**src/rtl/vga_sync_gen.sv**
```systemverilog
// ---------------------------------------------------------------------------
// vga_sync_gen
//   640x480@60 Hz VGA timing generator. Horizontal and vertical region FSMs
//   run alongside raw counters (hcount 0..H_TOTAL-1, vcount 0..V_TOTAL-1).
//   Sync and blank outputs can be delayed by PIPE_DELAY pixel ticks so that
//   they line up with a pipelined colour path.
//
//   Every output is a register, loaded from the next-state values. Each output
//   therefore describes the counter position shown in the same clock cycle.
//
//   Build option:
//     VGA_PIXDIV2_EN  defined   : pix_tick toggles every clk, so the pixel
//                                 rate is clk/2.
//                     undefined : pix_tick is held at 1 after reset.
//
// Ports
//   clk          in   system clock
//   reset        in   asynchronous, active-high reset
//   pix_tick     out  pixel-advance strobe; counters step at the end of a
//                     cycle in which it is 1
//   hcount       out  [9:0] horizontal counter 0..H_TOTAL-1
//   vcount       out  [9:0] vertical counter 0..V_TOTAL-1
//   x_px, y_px   out  [9:0] active-area coordinates, 0 outside the window
//   active       out  visible window flag, not delayed
//   hsync_n      out  horizontal sync, active low, delayed by PIPE_DELAY ticks
//   vsync_n      out  vertical sync, active low, delayed by PIPE_DELAY ticks
//   blank_n      out  0 outside the visible window, delayed by PIPE_DELAY ticks
//   line_start   out  high during the tick cycle that wraps hcount
//                     (H_TOTAL-1 -> 0), so it always coincides with pix_tick=1
//   frame_start  out  high during the tick cycle that wraps both counters
// ---------------------------------------------------------------------------
module vga_sync_gen #(
    parameter int H_SYNC     = 96,
    parameter int H_BACK     = 48,
    parameter int H_ACTIVE   = 640,
    parameter int H_FRONT    = 16,
    parameter int V_SYNC     = 2,
    parameter int V_BACK     = 33,
    parameter int V_ACTIVE   = 480,
    parameter int V_FRONT    = 10,
    parameter int PIPE_DELAY = 2
) (
    input  logic       clk,
    input  logic       reset,
    output logic       pix_tick,
    output logic [9:0] hcount,
    output logic [9:0] vcount,
    output logic [9:0] x_px,
    output logic [9:0] y_px,
    output logic       active,
    output logic       hsync_n,
    output logic       vsync_n,
    output logic       blank_n,
    output logic       line_start,
    output logic       frame_start
);

    localparam int H_TOTAL = H_SYNC + H_BACK + H_ACTIVE + H_FRONT;
    localparam int V_TOTAL = V_SYNC + V_BACK + V_ACTIVE + V_FRONT;
    // A zero-delay build still declares one pipe stage; that stage is unused.
    localparam int PW      = (PIPE_DELAY == 0) ? 1 : PIPE_DELAY;

    localparam logic [9:0] H_SYNC_END  = 10'(H_SYNC - 1);
    localparam logic [9:0] H_BACK_END  = 10'(H_SYNC + H_BACK - 1);
    localparam logic [9:0] H_ACT_START = 10'(H_SYNC + H_BACK);
    localparam logic [9:0] H_ACT_END   = 10'(H_SYNC + H_BACK + H_ACTIVE - 1);
    localparam logic [9:0] H_LAST      = 10'(H_TOTAL - 1);
    localparam logic [9:0] V_SYNC_END  = 10'(V_SYNC - 1);
    localparam logic [9:0] V_BACK_END  = 10'(V_SYNC + V_BACK - 1);
    localparam logic [9:0] V_ACT_START = 10'(V_SYNC + V_BACK);
    localparam logic [9:0] V_ACT_END   = 10'(V_SYNC + V_BACK + V_ACTIVE - 1);
    localparam logic [9:0] V_LAST      = 10'(V_TOTAL - 1);

    typedef enum logic [1:0] {HS = 2'd0, HB = 2'd1, HA = 2'd2, HF = 2'd3} hstate_t;
    typedef enum logic [1:0] {VS = 2'd0, VB = 2'd1, VA = 2'd2, VF = 2'd3} vstate_t;

    // Region lookup from a count. This recovers a state that disagrees with its counter.
    function automatic hstate_t h_region(input logic [9:0] h);
        hstate_t r;
        if (h <= H_SYNC_END) begin
            r = HS;
        end else if (h <= H_BACK_END) begin
            r = HB;
        end else if (h <= H_ACT_END) begin
            r = HA;
        end else begin
            r = HF;
        end
        return r;
    endfunction

    function automatic vstate_t v_region(input logic [9:0] v);
        vstate_t r;
        if (v <= V_SYNC_END) begin
            r = VS;
        end else if (v <= V_BACK_END) begin
            r = VB;
        end else if (v <= V_ACT_END) begin
            r = VA;
        end else begin
            r = VF;
        end
        return r;
    endfunction

    logic          pix_tick_r, pix_tick_s;
    logic [9:0]    hcount_r, hcount_s;
    logic [9:0]    vcount_r, vcount_s;
    hstate_t       hstate_r, hstate_s;
    vstate_t       vstate_r, vstate_s;
    logic [PW-1:0] hpipe_r, hpipe_s;
    logic [PW-1:0] vpipe_r, vpipe_s;
    logic [PW-1:0] bpipe_r, bpipe_s;
    logic [9:0]    x_px_r, x_px_s;
    logic [9:0]    y_px_r, y_px_s;
    logic          active_r, active_s;
    logic          hsync_n_r, hsync_n_s;
    logic          vsync_n_r, vsync_n_s;
    logic          blank_n_r, blank_n_s;
    logic          line_start_r, line_start_s;
    logic          frame_start_r, frame_start_s;
    logic          hsync_raw_s, vsync_raw_s, act_raw_s;

    // Raw sync and window flags of the position currently shown.
    assign hsync_raw_s = (hstate_r == HS);
    assign vsync_raw_s = (vstate_r == VS);
    assign act_raw_s   = (hstate_r == HA) && (vstate_r == VA);

    // Next-state logic: counters, region FSMs, delay lines and derived outputs.
    always_comb begin
`ifdef VGA_PIXDIV2_EN
        pix_tick_s = ~pix_tick_r;
`else
        pix_tick_s = 1'b1;
`endif
        hcount_s = hcount_r;
        vcount_s = vcount_r;
        hstate_s = hstate_r;
        vstate_s = vstate_r;
        hpipe_s  = hpipe_r;
        vpipe_s  = vpipe_r;
        bpipe_s  = bpipe_r;

        if (pix_tick_r) begin
            // The delay line captures the position being left on this tick.
            hpipe_s = PW'({hpipe_r, hsync_raw_s});
            vpipe_s = PW'({vpipe_r, vsync_raw_s});
            bpipe_s = PW'({bpipe_r, act_raw_s});

            if (hcount_r == H_LAST) begin
                hcount_s = 10'd0;
                if (vcount_r == V_LAST) begin
                    vcount_s = 10'd0;
                end else begin
                    vcount_s = vcount_r + 10'd1;
                end
            end else begin
                hcount_s = hcount_r + 10'd1;
            end

            case (hstate_r)
                HS: if (hcount_r == H_SYNC_END) hstate_s = HB; else hstate_s = HS;
                HB: if (hcount_r == H_BACK_END) hstate_s = HA; else hstate_s = HB;
                HA: if (hcount_r == H_ACT_END)  hstate_s = HF; else hstate_s = HA;
                HF: if (hcount_r == H_LAST)     hstate_s = HS; else hstate_s = HF;
                default: hstate_s = h_region(hcount_s);
            endcase

            // The vertical FSM moves only on the tick that ends a line.
            if (hcount_r == H_LAST) begin
                case (vstate_r)
                    VS: if (vcount_r == V_SYNC_END) vstate_s = VB; else vstate_s = VS;
                    VB: if (vcount_r == V_BACK_END) vstate_s = VA; else vstate_s = VB;
                    VA: if (vcount_r == V_ACT_END)  vstate_s = VF; else vstate_s = VA;
                    VF: if (vcount_r == V_LAST)     vstate_s = VS; else vstate_s = VF;
                    default: vstate_s = v_region(vcount_s);
                endcase
            end else begin
                vstate_s = vstate_r;
            end
        end else begin
            hcount_s = hcount_r;
            vcount_s = vcount_r;
        end

        active_s = (hstate_s == HA) && (vstate_s == VA);
        if (active_s) begin
            x_px_s = hcount_s - H_ACT_START;
            y_px_s = vcount_s - V_ACT_START;
        end else begin
            x_px_s = 10'd0;
            y_px_s = 10'd0;
        end

        if (PIPE_DELAY == 0) begin
            hsync_n_s = ~(hstate_s == HS);
            vsync_n_s = ~(vstate_s == VS);
            blank_n_s = active_s;
        end else begin
            hsync_n_s = ~hpipe_s[PW-1];
            vsync_n_s = ~vpipe_s[PW-1];
            blank_n_s = bpipe_s[PW-1];
        end

        // The strobes flag the tick cycle whose closing edge performs the wrap.
        line_start_s  = pix_tick_s && (hcount_s == H_LAST);
        frame_start_s = line_start_s && (vcount_s == V_LAST);
    end

    // State and output registers. Reset clears them asynchronously to "no sync, blanked".
    always_ff @(posedge clk or posedge reset) begin
        if (reset) begin
            pix_tick_r    <= 1'b0;
            hcount_r      <= 10'd0;
            vcount_r      <= 10'd0;
            hstate_r      <= HS;
            vstate_r      <= VS;
            hpipe_r       <= '0;
            vpipe_r       <= '0;
            bpipe_r       <= '0;
            x_px_r        <= 10'd0;
            y_px_r        <= 10'd0;
            active_r      <= 1'b0;
            hsync_n_r     <= 1'b1;
            vsync_n_r     <= 1'b1;
            blank_n_r     <= 1'b0;
            line_start_r  <= 1'b0;
            frame_start_r <= 1'b0;
        end else begin
            pix_tick_r    <= pix_tick_s;
            hcount_r      <= hcount_s;
            vcount_r      <= vcount_s;
            hstate_r      <= hstate_s;
            vstate_r      <= vstate_s;
            hpipe_r       <= hpipe_s;
            vpipe_r       <= vpipe_s;
            bpipe_r       <= bpipe_s;
            x_px_r        <= x_px_s;
            y_px_r        <= y_px_s;
            active_r      <= active_s;
            hsync_n_r     <= hsync_n_s;
            vsync_n_r     <= vsync_n_s;
            blank_n_r     <= blank_n_s;
            line_start_r  <= line_start_s;
            frame_start_r <= frame_start_s;
        end
    end

    assign pix_tick    = pix_tick_r;
    assign hcount      = hcount_r;
    assign vcount      = vcount_r;
    assign x_px        = x_px_r;
    assign y_px        = y_px_r;
    assign active      = active_r;
    assign hsync_n     = hsync_n_r;
    assign vsync_n     = vsync_n_r;
    assign blank_n     = blank_n_r;
    assign line_start  = line_start_r;
    assign frame_start = frame_start_r;

endmodule

```
**config.mk**
```make
export PLATFORM = sky130hd
export DESIGN_NAME = vga_sync_gen
export DESIGN_NICKNAME = d
export VERILOG_FILES = /design/src/rtl/vga_sync_gen.sv
export SDC_FILE = /design/constraint.sdc
export NUM_CORES = 1
export LEC_CHECK = 0
export CORE_ASPECT_RATIO = 1.4
export CORE_MARGIN = 2
export CORE_UTILIZATION = 54
export CTS_BUF_LIST = sky130_fd_sc_hd__clkbuf_2
export DETAILED_ROUTE_END_ITERATION = 8
export PLACE_DENSITY = 0.93
export SYNTH_ARGS = -nofsm -noshare
export SYNTH_HDL_FRONTEND = slang
export SYNTH_SLANG_ARGS = --single-unit
```
**constraint.sdc**
```tcl
create_clock -name clk -period 3.63 [get_ports clk]
set_input_delay 1.089 -clock clk [delete_from_list [all_inputs] [get_ports clk]]
set_output_delay 1.089 -clock clk [all_outputs]
set_load 0.01 [all_outputs]
```
==> impl_results.md, run 1 <==
* Core area at 4880 sq um
* Async set-reset flop share out of synthesis at 100%
* Width of the die at approximately 64 um
* Avg Inst Size Synth at 10.5 sq um
* # nets final at about 330
* Clk Latency, worst-skew pair at 0.44 ns
* CTS tree: yes
* CP dominant cell by count: a21oi_1
* HPWL Detailed at roughly 4400 um
* Most frequent cells in the layout: dfrtp_1 (54), clkdlybuf4s50_1 (48), nor2_1 (28)
* Worst-path clk slew at approximately 0.27 ns
* Worst EP required at 4.03 ns
* Pwr dens at around 400 nW/um^2
* Path type of the worst min-delay path: reg -> reg
* Via count at 2,130
* Pleak at between 1.5 and 2 nW
* Layout fillers at between 300 and 400
* Routability cong. at about 0.93
* Met1 Track Usage GR at around a quarter
* Worst-path fanout max at 9
* Clock sinks at 56
* Largest net degree at the start of global routing at 21
* Most common cell after layout, fill and taps aside: dfrtp_1
* Vias in the first global route at 2,173
* Area contributors post-synth: dfrtp_1 (49%), nor2_1 (3.8%), ha_1 (3.6%)
* Cell area after placement at 3320 sq um
* Post-CTS Hold Fix Bufs at 0
* DR iter-0 viols at between 80 and 90
* DRC at 0
* Worst VDD drop at between 0.0004 and 0.0005 V
* Number of routed nets with antenna violations at 0
* Total gr overflow at 0
* First-pass GRT wire length at between 9000 and 10,000 um
* Post-synth EDFFs at 0
* Crit path capture type: flip-flop
* Design area at 3380 sq um
* Critical-path cell list: or4_4, nor3_4, nor3_1, a21oi_1, inv_1, ha_1, o41ai_2, a21oi_1, nor3b_2
* Kind of critical path: reg -> reg
* Worst slew pin tran at ~0.7 ns
* CTS root buf: clkbuf_2
* Period Utilization, post-route at ~82%
* IO Port Bufs at 48
* Fin. Hold Viols at 0
* Synth Flop Type: dfrtp_1
* Met2 usage at 40.7%
* Inserted Diodes at 0
* RSZ-0062 raised after global routing: false
* GRT Util Overall at about 22%
* Max transition margin at between 50% and 60%
* Clock Tree Buf Depth at 2
* Initial antenna violation count at 0
* Post-Synthesis Cells at between 200 and 300
* Number of detailed-route iterations in the first pass at 4
* Total CTS buffers at 5
* Setup Fix Bufs, Post-CTS at 0
* Met3 usage at ~3.7%
* Syn nets at 274
* Final setup fails at 0
* Register area share after synthesis at 50.9%
* Synth warn at 0
* Die area at roughly 5700 sq um
* CTS resizes at 0
* Cell family with most CP delay: simple AND/OR/NAND/NOR gates
* Vias per cell at ~5.6
* Worst setup margin at 0.642 ns
* Die Height at between 80 and 90 um
* Initial Util at a little under three fifths
* Area Overhead vs Synth at 22.5%
* Startpoint Class: flip-flop
* H-tree depth at 2
* Fmax at 335 MHz
* Wire length per cell at between 15 and 20 um
* Pre-CTS WS at a little under 0.7 ns
* Top-area cell type share of the netlist area at ~49%
* Minimum clock period after layout at ~3.0 ns
* Status: finished, final reports clean
* Share of layout cells above drive strength 1 at approximately 11%
* Max Clock Skew at 0.0288 ns
* Setup TNS at 0 ns
* I/O Pins at ~50
* Busiest grt layer: met2
* CP peak stage delay at approximately 0.56 ns
* R2R setup slack at roughly 0.64 ns
* Reg area at 1400 sq um
* WP buf/inv at 1
* Arrival time worst endpoint at 3.39 ns
* Multi-input gate area at between 1000 and 1500 sq um
* MaxCap Viol Count at 0
* Area of the mapped netlist at between 2000 and 3000 sq um
* Total Wirelength at just under 6000 um
* Yosys reg bits at 56
* Slew Viols, Final at 0
* Rows at 30
* Yosys top cell by area: dfrtp_1
* Critical path's slowest cell: or4_4
* Cell variety after synth at 56
==> worst register-to-register path, stage by stage (launching register included) <==
cell and delay [ns]:
dfrtp_1 0.51, or4_4 0.56, nor3_4 0.37, nor3_1 0.11
a21oi_1 0.21, inv_1 0.10, ha_1 0.26, o41ai_2 0.51
a21oi_1 0.14, nor3b_2 0.18
==> synthesized netlist by cell type, types with 2 or more instances <==
cell / n
nand4_1: 7
dfstp_2: 2
o41ai_2: 2
mux2_2: 4
nor4_1: 2
dfrtp_1: 54
ha_1: 8
nor2_1: 28
nand2_1: 14
and4_1: 4
nor3_1: 11
mux2i_1: 4
nor3b_1: 2
xnor2_1: 10
nor4b_1: 2
xor2_1: 9
nor2b_1: 3
buf_2: 3
nor3_2: 3
buf_1: 2
inv_1: 18
a21oi_1: 11
and3_1: 3
nand3_1: 17
o21ai_0: 5
clkbuf_1: 4
nor3b_2: 2
o21bai_1: 2
==> metal layers <==
layer	share of wire, %	vias to the layer above
met2	54	71
met4	2.4	0
met3	4.9	16
met5	0	-
met1	38	1024
li1	-	1019
==> area by class of cell <==
| class | instances | share of cell area, % |
|---|---|---|
| Sequential cell | 56 | 41.5 |
| Multi-Input combinational cell | 179 | 36.5 |
| Inverter | 19 | 2.11 |
| Clock buffer | 6 | 0.888 |
| Tap cell | 64 | 2.37 |
| Timing Repair Buffer | 54 | 15.5 |
| Clock inverter | 2 | 1.04 |
==> where the power goes <==
group	internal [mW]	switching (mW)
clock	0.118	0.186
combinational	0.139	0.164
sequential	0.677	0.0730
==> stage by stage <==
stage               util [%]  hold WS, ns  power [mW]  std cells
global placement        67.9        0.394        1.05        372
floorplan                  -        0.382       0.934        264
detailed placement      67.9        0.399        1.06        372
finish                  69.3        0.430        1.36        380
global route            69.3        0.467        1.44        380
CTS                     69.3        0.433        1.36        380
==> state kept, by name, summed over array words and instances (netlist names), 2 cells and up <==
signal / flops
vcount: 10
y_px: 10
vstate_r: 2
hcount: 10
x_px: 10
vpipe_r: 2
hstate_r: 2
bpipe_r: 2
hpipe_r: 2
==> logic make-up (layout without fill, tap and decap cells) <==
family	after synthesis	after routing	synth area share, %
AOI/OAI and AO/OA	34	34	9.16
xor gates and xnor gates	19	19	6.03
adders and majority gates	8	8	3.63
buffers and inverters	29	81	4.35
DFF	56	56	50.9
muxes	8	8	3.08
other	1	1	0.136
and+or+nand+nor	109	109	22.7
==> worst paths after layout <==
check / startpoint / endpoint / cells past startpoint
setup / recovery: vcount[4]$_DFF_PP0_ / y_px[8]$_DFF_PP0_ / 9
hold / removal: hpipe_r[1]$_DFF_PP0_ / hsync_n$_DFF_PP1_ / 1
setup reg to reg: vcount[4]$_DFF_PP0_ / y_px[8]$_DFF_PP0_ / 9
hold reg to reg: hpipe_r[1]$_DFF_PP0_ / hsync_n$_DFF_PP1_ / 1
max in group asynchronous: reset / hsync_n$_DFF_PP1_ / 3
min in group asynchronous: reset / x_px[0]$_DFF_PP0_ / 2
(Power assumes the default switching activity.)
==> run 2, diff against run 1 <==
- clock period: 3.63 -> 3.15 ns (I/O delays scaled with it)
==> impl_results.md, run 2 (synthesis results as in run 1) <==
* DR iter-0 viols at 105 (+24%)
* Setup TNS at 0 ns (unchanged)
* First-pass GRT wire length at 10,100 um (+5.0%)
* Rows at 30 (unchanged)
* Max Clock Skew at 0.0270 ns (-0.00174 ns)
* Die area at 5710 sq um (unchanged)
* Largest net degree at the start of global routing at 27 (+29%)
* CP peak stage delay at 0.58 ns (+0.02 ns)
* Die Height at 88.6 um (unchanged)
* Status: finished, final reports clean
* Worst slew pin tran at 0.776 ns (+0.0867 ns)
* Most common cell after layout, fill and taps aside: dfrtp_1
* Pleak at 1.55 nW (+0.95%)
* DRC at 0 (unchanged)
* Total gr overflow at 0 (unchanged)
* Wire length per cell at 15.9 um (+3.8%)
* Max transition margin at 47.7% (-5.8 points)
* Initial antenna violation count at 0 (unchanged)
* Critical path's slowest cell: and4_1
* Worst-path fanout max at 12 (+3)
* Path type of the worst min-delay path: reg -> reg
* H-tree depth at 2 (unchanged)
* Clk Latency, worst-skew pair at 0.45 ns (about the same)
* Most frequent cells in the layout: dfrtp_1 (54), clkdlybuf4s50_1 (48), nor2_1 (28)
* Vias per cell at 5.76 (+2.8%)
* Worst-path clk slew at 0.26 ns (about the same)
* Number of detailed-route iterations in the first pass at 4 (unchanged)
* Minimum clock period after layout at 2.92 ns (-0.0687 ns)
* Core area at 4880 sq um (unchanged)
* Clock Tree Buf Depth at 2 (unchanged)
* Total CTS buffers at 5 (unchanged)
* CTS tree: yes
* RSZ-0062 raised after global routing: false
* # nets final at 325 (unchanged)
* IO Port Bufs at 48 (unchanged)
* Width of the die at 64.4 um (unchanged)
* I/O Pins at 49 (unchanged)
* Critical-path cell list: ha_1, and2_0, and4_1, o211a_1, o221ai_1, o31ai_1, nand3_1, nor3b_2
* Layout fillers at 358 (-3.5%)
* Initial Util at 56.5% (unchanged)
* Cell family with most CP delay: simple AND/OR/NAND/NOR gates
* Pwr dens at 459 nW/um^2 (+14%)
* Kind of critical path: reg -> reg
* Routability cong. at 0.874 (-6.3%)
* Fin. Hold Viols at 0 (unchanged)
* Inst Count DP at 372 (unchanged)
* Non-filler cells, final at 380 (unchanged)
* Period Utilization, post-route at 92.7% (+10 points)
* Share of layout cells above drive strength 1 at 11.4% (+0.32 points)
* Worst EP required at 3.52 ns (-0.51 ns)
* Hold WS at 0.431 ns (+0.00178 ns)
* WP buf/inv at 0 (-1)
* Clock sinks at 56 (unchanged)
* Inserted Diodes at 0 (unchanged)
* MaxCap Viol Count at 0 (unchanged)
* Fmax at 343 MHz (+2.4%)
* Vias in the first global route at 2,204 (+1.4%)
* Worst VDD drop at 0.000511 V (+22%)
* Pre-CTS WS at 0.135 ns (-0.559 ns)
* CTS root buf: clkbuf_2
* Overall Power at 1.56 mW (+15%)
* Crit path capture type: flip-flop
* Worst setup margin at 0.230 ns (-0.411 ns)
* Number of routed nets with antenna violations at 0 (unchanged)
* Startpoint Class: flip-flop
* Via count at 2,189 (+2.8%)
* Final setup fails at 0 (unchanged)
* Area Overhead vs Synth at 23.4%
* Arrival time worst endpoint at 3.29 ns (-0.10 ns)
* HPWL Detailed at 4460 um (+0.86%)
* Total Wirelength at 6060 um (+3.8%)
* Slew Viols, Final at 0 (unchanged)
* GRT Util Overall at 22.9% (+1.3 points)
[run 2: cell counts in the layout (fill, tap and decap cells not counted)]
No cell type changed its count.
[run 2: final timing paths]
path / to / slack [ns] / startpoint / cells after the start
min in group asynchronous: y_px[1]$_DFF_PP0_ / 0.80 / reset / 2
worst min register to register: vsync_n$_DFF_PP1_ / 0.43 / vpipe_r[1]$_DFF_PP0_ / 1
max in group asynchronous: hsync_n$_DFF_PP1_ / 1.74 / reset / 3
worst min-delay path: vsync_n$_DFF_PP1_ / 0.43 / vpipe_r[1]$_DFF_PP0_ / 1
worst max register to register: y_px[9]$_DFF_PP0_ / 0.23 / hcount[0]$_DFF_PP0_ / 8
worst max-delay path: y_px[9]$_DFF_PP0_ / 0.23 / hcount[0]$_DFF_PP0_ / 8
[run 2: layer usage]
metal	wire length (um)	global-route usage, %
met5	0	0
met4	155	10.8
met3	322	3.69
met2	3260	42.0
met1	2320	26.1
[run 2: worst reg2reg max path, cell delays in order, from the launching register on]
cell	delay (ns)
dfrtp_1	0.48
ha_1	0.25
and2_0	0.29
and4_1	0.58
o211a_1	0.26
o221ai_1	0.19
o31ai_1	0.49
nand3_1	0.14
nor3b_2	0.18
[run 2: final cells by class]
class                           instances  area, sq um  share of cell area [%]
Tap cell                               64         80.1                    2.35
Clock buffer                            6         30.0                   0.882
Inverter                               19         71.3                    2.09
Multi-Input combinational cell        179         1250                    36.6
Timing Repair Buffer                   54          538                    15.8
Sequential cell                        56         1400                    41.2
Clock inverter                          2         35.0                    1.03
[run 2: metrics by stage]
step	instance area, sq um	utilization, %
floorplan	2760	-
CTS	3390	69.5
detailed placement	3330	68.2
global route	3410	69.8
finish	3410	69.8
global placement	3330	68.2
[run 2: report_power, final]
part,internal [mW],switching [mW]
combinational,0.160,0.193
sequential,0.780,0.0826
clock,0.136,0.212
[run 2: repair_timing]
action,CTS,global route
setup buffers,0,0
hold buffers,0,0
endpoints found under the setup margin,0,17
gates resized for setup,0,2
endpoints found under the hold margin,0,0
==> run 3, diff against run 2 <==
- SETUP_SLACK_MARGIN: not set -> 0.3
==> impl_results.md, run 3 (synthesis results as in run 1) <==
* Status: finished, final reports clean
* Hold Crit Start: hpipe_r[1]$_DFF_PP0_
* DR iter-0 viols at 129 (+23%)
* Largest net degree at the start of global routing at 27 (unchanged)
* R2R setup slack at 0.39 ns (+0.16 ns)
* Total CTS buffers at 5 (unchanged)
* Fin. Hold Viols at 0 (unchanged)
* DRC at 0 (unchanged)
* Hold Path Stages at 1 (unchanged)
* Rows at 30 (unchanged)
* Layout fillers at 346 (-3.4%)
* I/O Pins at 49 (unchanged)
* Share of layout cells above drive strength 1 at 14.0% (+2.6 points)
* Die area at 5710 sq um (unchanged)
* Slew Viols, Final at 0 (unchanged)
* Vias in the first global route at 2,236 (+1.5%)
* Most frequent cells in the layout: dfrtp_1 (54), clkdlybuf4s50_1 (48), nor2_1 (28)
* Number of detailed-route iterations in the first pass at 4 (unchanged)
* Pleak at 1.58 nW (+1.8%)
* Path type of the worst min-delay path: reg -> reg
* H-tree depth at 2 (unchanged)
* Initial Util at 56.5% (unchanged)
* WP buf/inv at 0 (unchanged)
* Period Utilization, post-route at 87.6% (-5.1 points)
* Clock sinks at 56 (unchanged)
* WHS Endpoint: hsync_n$_DFF_PP1_
* Die Height at 88.6 um (unchanged)
* Startpoint Class: flip-flop
* Met2 usage at 41.8% (-0.28 points)
* CTS root buf: clkbuf_2
* Arrival time worst endpoint at 3.17 ns (-0.12 ns)
* MaxCap Viol Count at 0 (unchanged)
* Worst EP required at 3.56 ns (+0.04 ns)
* GRT Util Overall at 23.0% (+0.055 points)
* Max Clock Skew at 0.0333 ns (+0.00626 ns)
* First-pass GRT wire length at 10,100 um (+0.42%)
* Non-filler cells, final at 386 (+1.6%)
* Width of the die at 64.4 um (unchanged)
* Wire length per cell at 16.7 um (+5.1%)
* Crit path capture type: flip-flop
* Multi-input gate area at 1270 sq um (+1.7%)
* Worst slew pin tran at 0.795 ns (+0.0196 ns)
* Cell family with most CP delay: simple AND/OR/NAND/NOR gates
* Worst reg2reg endpoint: y_px[7]$_DFF_PP0_
* Fmax at 363 MHz (+5.8%)
* Reg2reg start: vcount[4]$_DFF_PP0_
* RSZ-0062 raised after global routing: true
* Pwr dens at 464 nW/um^2 (+1.0%)
* Setup TNS at 0 ns (unchanged)
* Vias per cell at 5.88 (+2.1%)
* IO Port Bufs at 48 (unchanged)
* Number of routed nets with antenna violations at 0 (unchanged)
* Critical-path cell list: or4_4, or3_4, nor4_4, nand3_1, a2111o_2, nor3_2
* HPWL Detailed at 4460 um (unchanged)
* Most common cell after layout, fill and taps aside: dfrtp_1
* Inserted Diodes at 0 (unchanged)
* Critical path's slowest cell: a2111o_2
* Worst-path clk slew at 0.27 ns (about the same)
* CP peak stage delay at 0.61 ns (+0.03 ns)
* Met1 Track Usage GR at 26.0% (-0.085 points)
* Met3 usage at 3.82% (+0.13 points)
* Initial antenna violation count at 0 (unchanged)
* Via count at 2,271 (+3.7%)
* Minimum clock period after layout at 2.76 ns (-0.161 ns)
* Core area at 4880 sq um (unchanged)
* Worst-path fanout max at 10 (-2)
* Reg area at 1400 sq um (unchanged)
* Final setup fails at 0 (unchanged)
* Clk Latency, worst-skew pair at 0.45 ns (about the same)
* Post-CTS Hold Fix Bufs at 0 (unchanged)
* Routability cong. at 0.874 (unchanged)
* # nets final at 331 (+1.8%)
* Reg2reg path depth at 6 (-2)
* Clock Tree Buf Depth at 2 (unchanged)
* Busiest grt layer: met2
* Kind of critical path: reg -> reg
* Total gr overflow at 0 (unchanged)
* Max transition margin at 46.4% (-1.3 points)
* CTS tree: yes
* Worst VDD drop at 0.000507 V (-0.74%)
* Inst Count DP at 372 (unchanged)
* Total Wirelength at 6460 um (+6.7%)
* Area Overhead vs Synth at 25.6%
run 3: cell count changes in the layout (fill, tap and decap cells not counted):
cell and delta:
a2111o_2 +1, and2_0 -1, and2_2 +1, and4_1 -1
and4_2 +1, buf_4 +5, nor4_1 -1, nor4_2 +1
run 3: power by group:
part / switching, mW / leakage (nW) / internal [mW]
Combinational: 0.208 / 0.796 / 0.186
Sequential: 0.0823 / 0.741 / 0.780
Clock: 0.215 / 0.0430 / 0.136
Total: 0.505 / 1.58 / 1.10
run 3: what timing repair did:
action                                  CTS  global route
cloned                                    0             1
resized for setup                         2             5
setup buffers                             1             4
pin swaps                                 1             1
endpoints found under the setup margin   20            22
run 3: area by class of cell:
type	count	area share (%)
Clock buffer	6	0.867
Clock inverter	2	1.01
Inverter	19	2.06
Multi-Input combinational cell	180	36.6
Sequential cell	56	40.5
Tap cell	64	2.31
Timing Repair Buffer	59	16.6
run 3: worst reg2reg max path: cells and delay by family (launching register included):
family           cells  cell delay, ns
AND/OR/NAND/NOR      5            1.60
AO/OA/AOI/OAI        1            0.61
flip-flops           1            0.51
run 3: layer usage:
metal,share of wire (%),vias to the layer above
met3,5.1,16
met4,2.9,0
li1,-,1036
met1,38,1134
met2,54,85
met5,0,-
run 3: stage by stage:
step / power, mW / util, % / instance area (sq um) / setup WS (ns) / hold slack, ns
4_1_cts: 1.57 / 69.7 / 3400 / 0.248 / 0.439
3_3_place_gp: 1.21 / 68.2 / 3330 / 0.267 / 0.395
5_1_grt: 1.69 / 71.0 / 3460 / 0.235 / 0.456
6_report: 1.61 / 71.0 / 3460 / 0.392 / 0.433
2_1_floorplan: 1.08 / - / 2760 / 0.488 / 0.382
3_5_place_dp: 1.22 / 68.2 / 3330 / 0.135 / 0.407
run 3: worst max-delay path by stage:
| stage | startpoint | to | depth (start not counted) |
|---|---|---|---|
| 6_report | vcount[4]$_DFF_PP0_ | y_px[7]$_DFF_PP0_ | 6 |
| 5_1_grt | hcount[0]$_DFF_PP0_ | y_px[8]$_DFF_PP0_ | 11 |
| 4_1_cts | hcount[0]$_DFF_PP0_ | y_px[8]$_DFF_PP0_ | 10 |
| 3_5_place_dp | vcount[6]$_DFF_PP0_ | y_px[1]$_DFF_PP0_ | 7 |
| 3_3_place_gp | vcount[6]$_DFF_PP0_ | y_px[1]$_DFF_PP0_ | 7 |
| 2_1_floorplan | vcount[6]$_DFF_PP0_ | y_px[8]$_DFF_PP0_ | 9 |
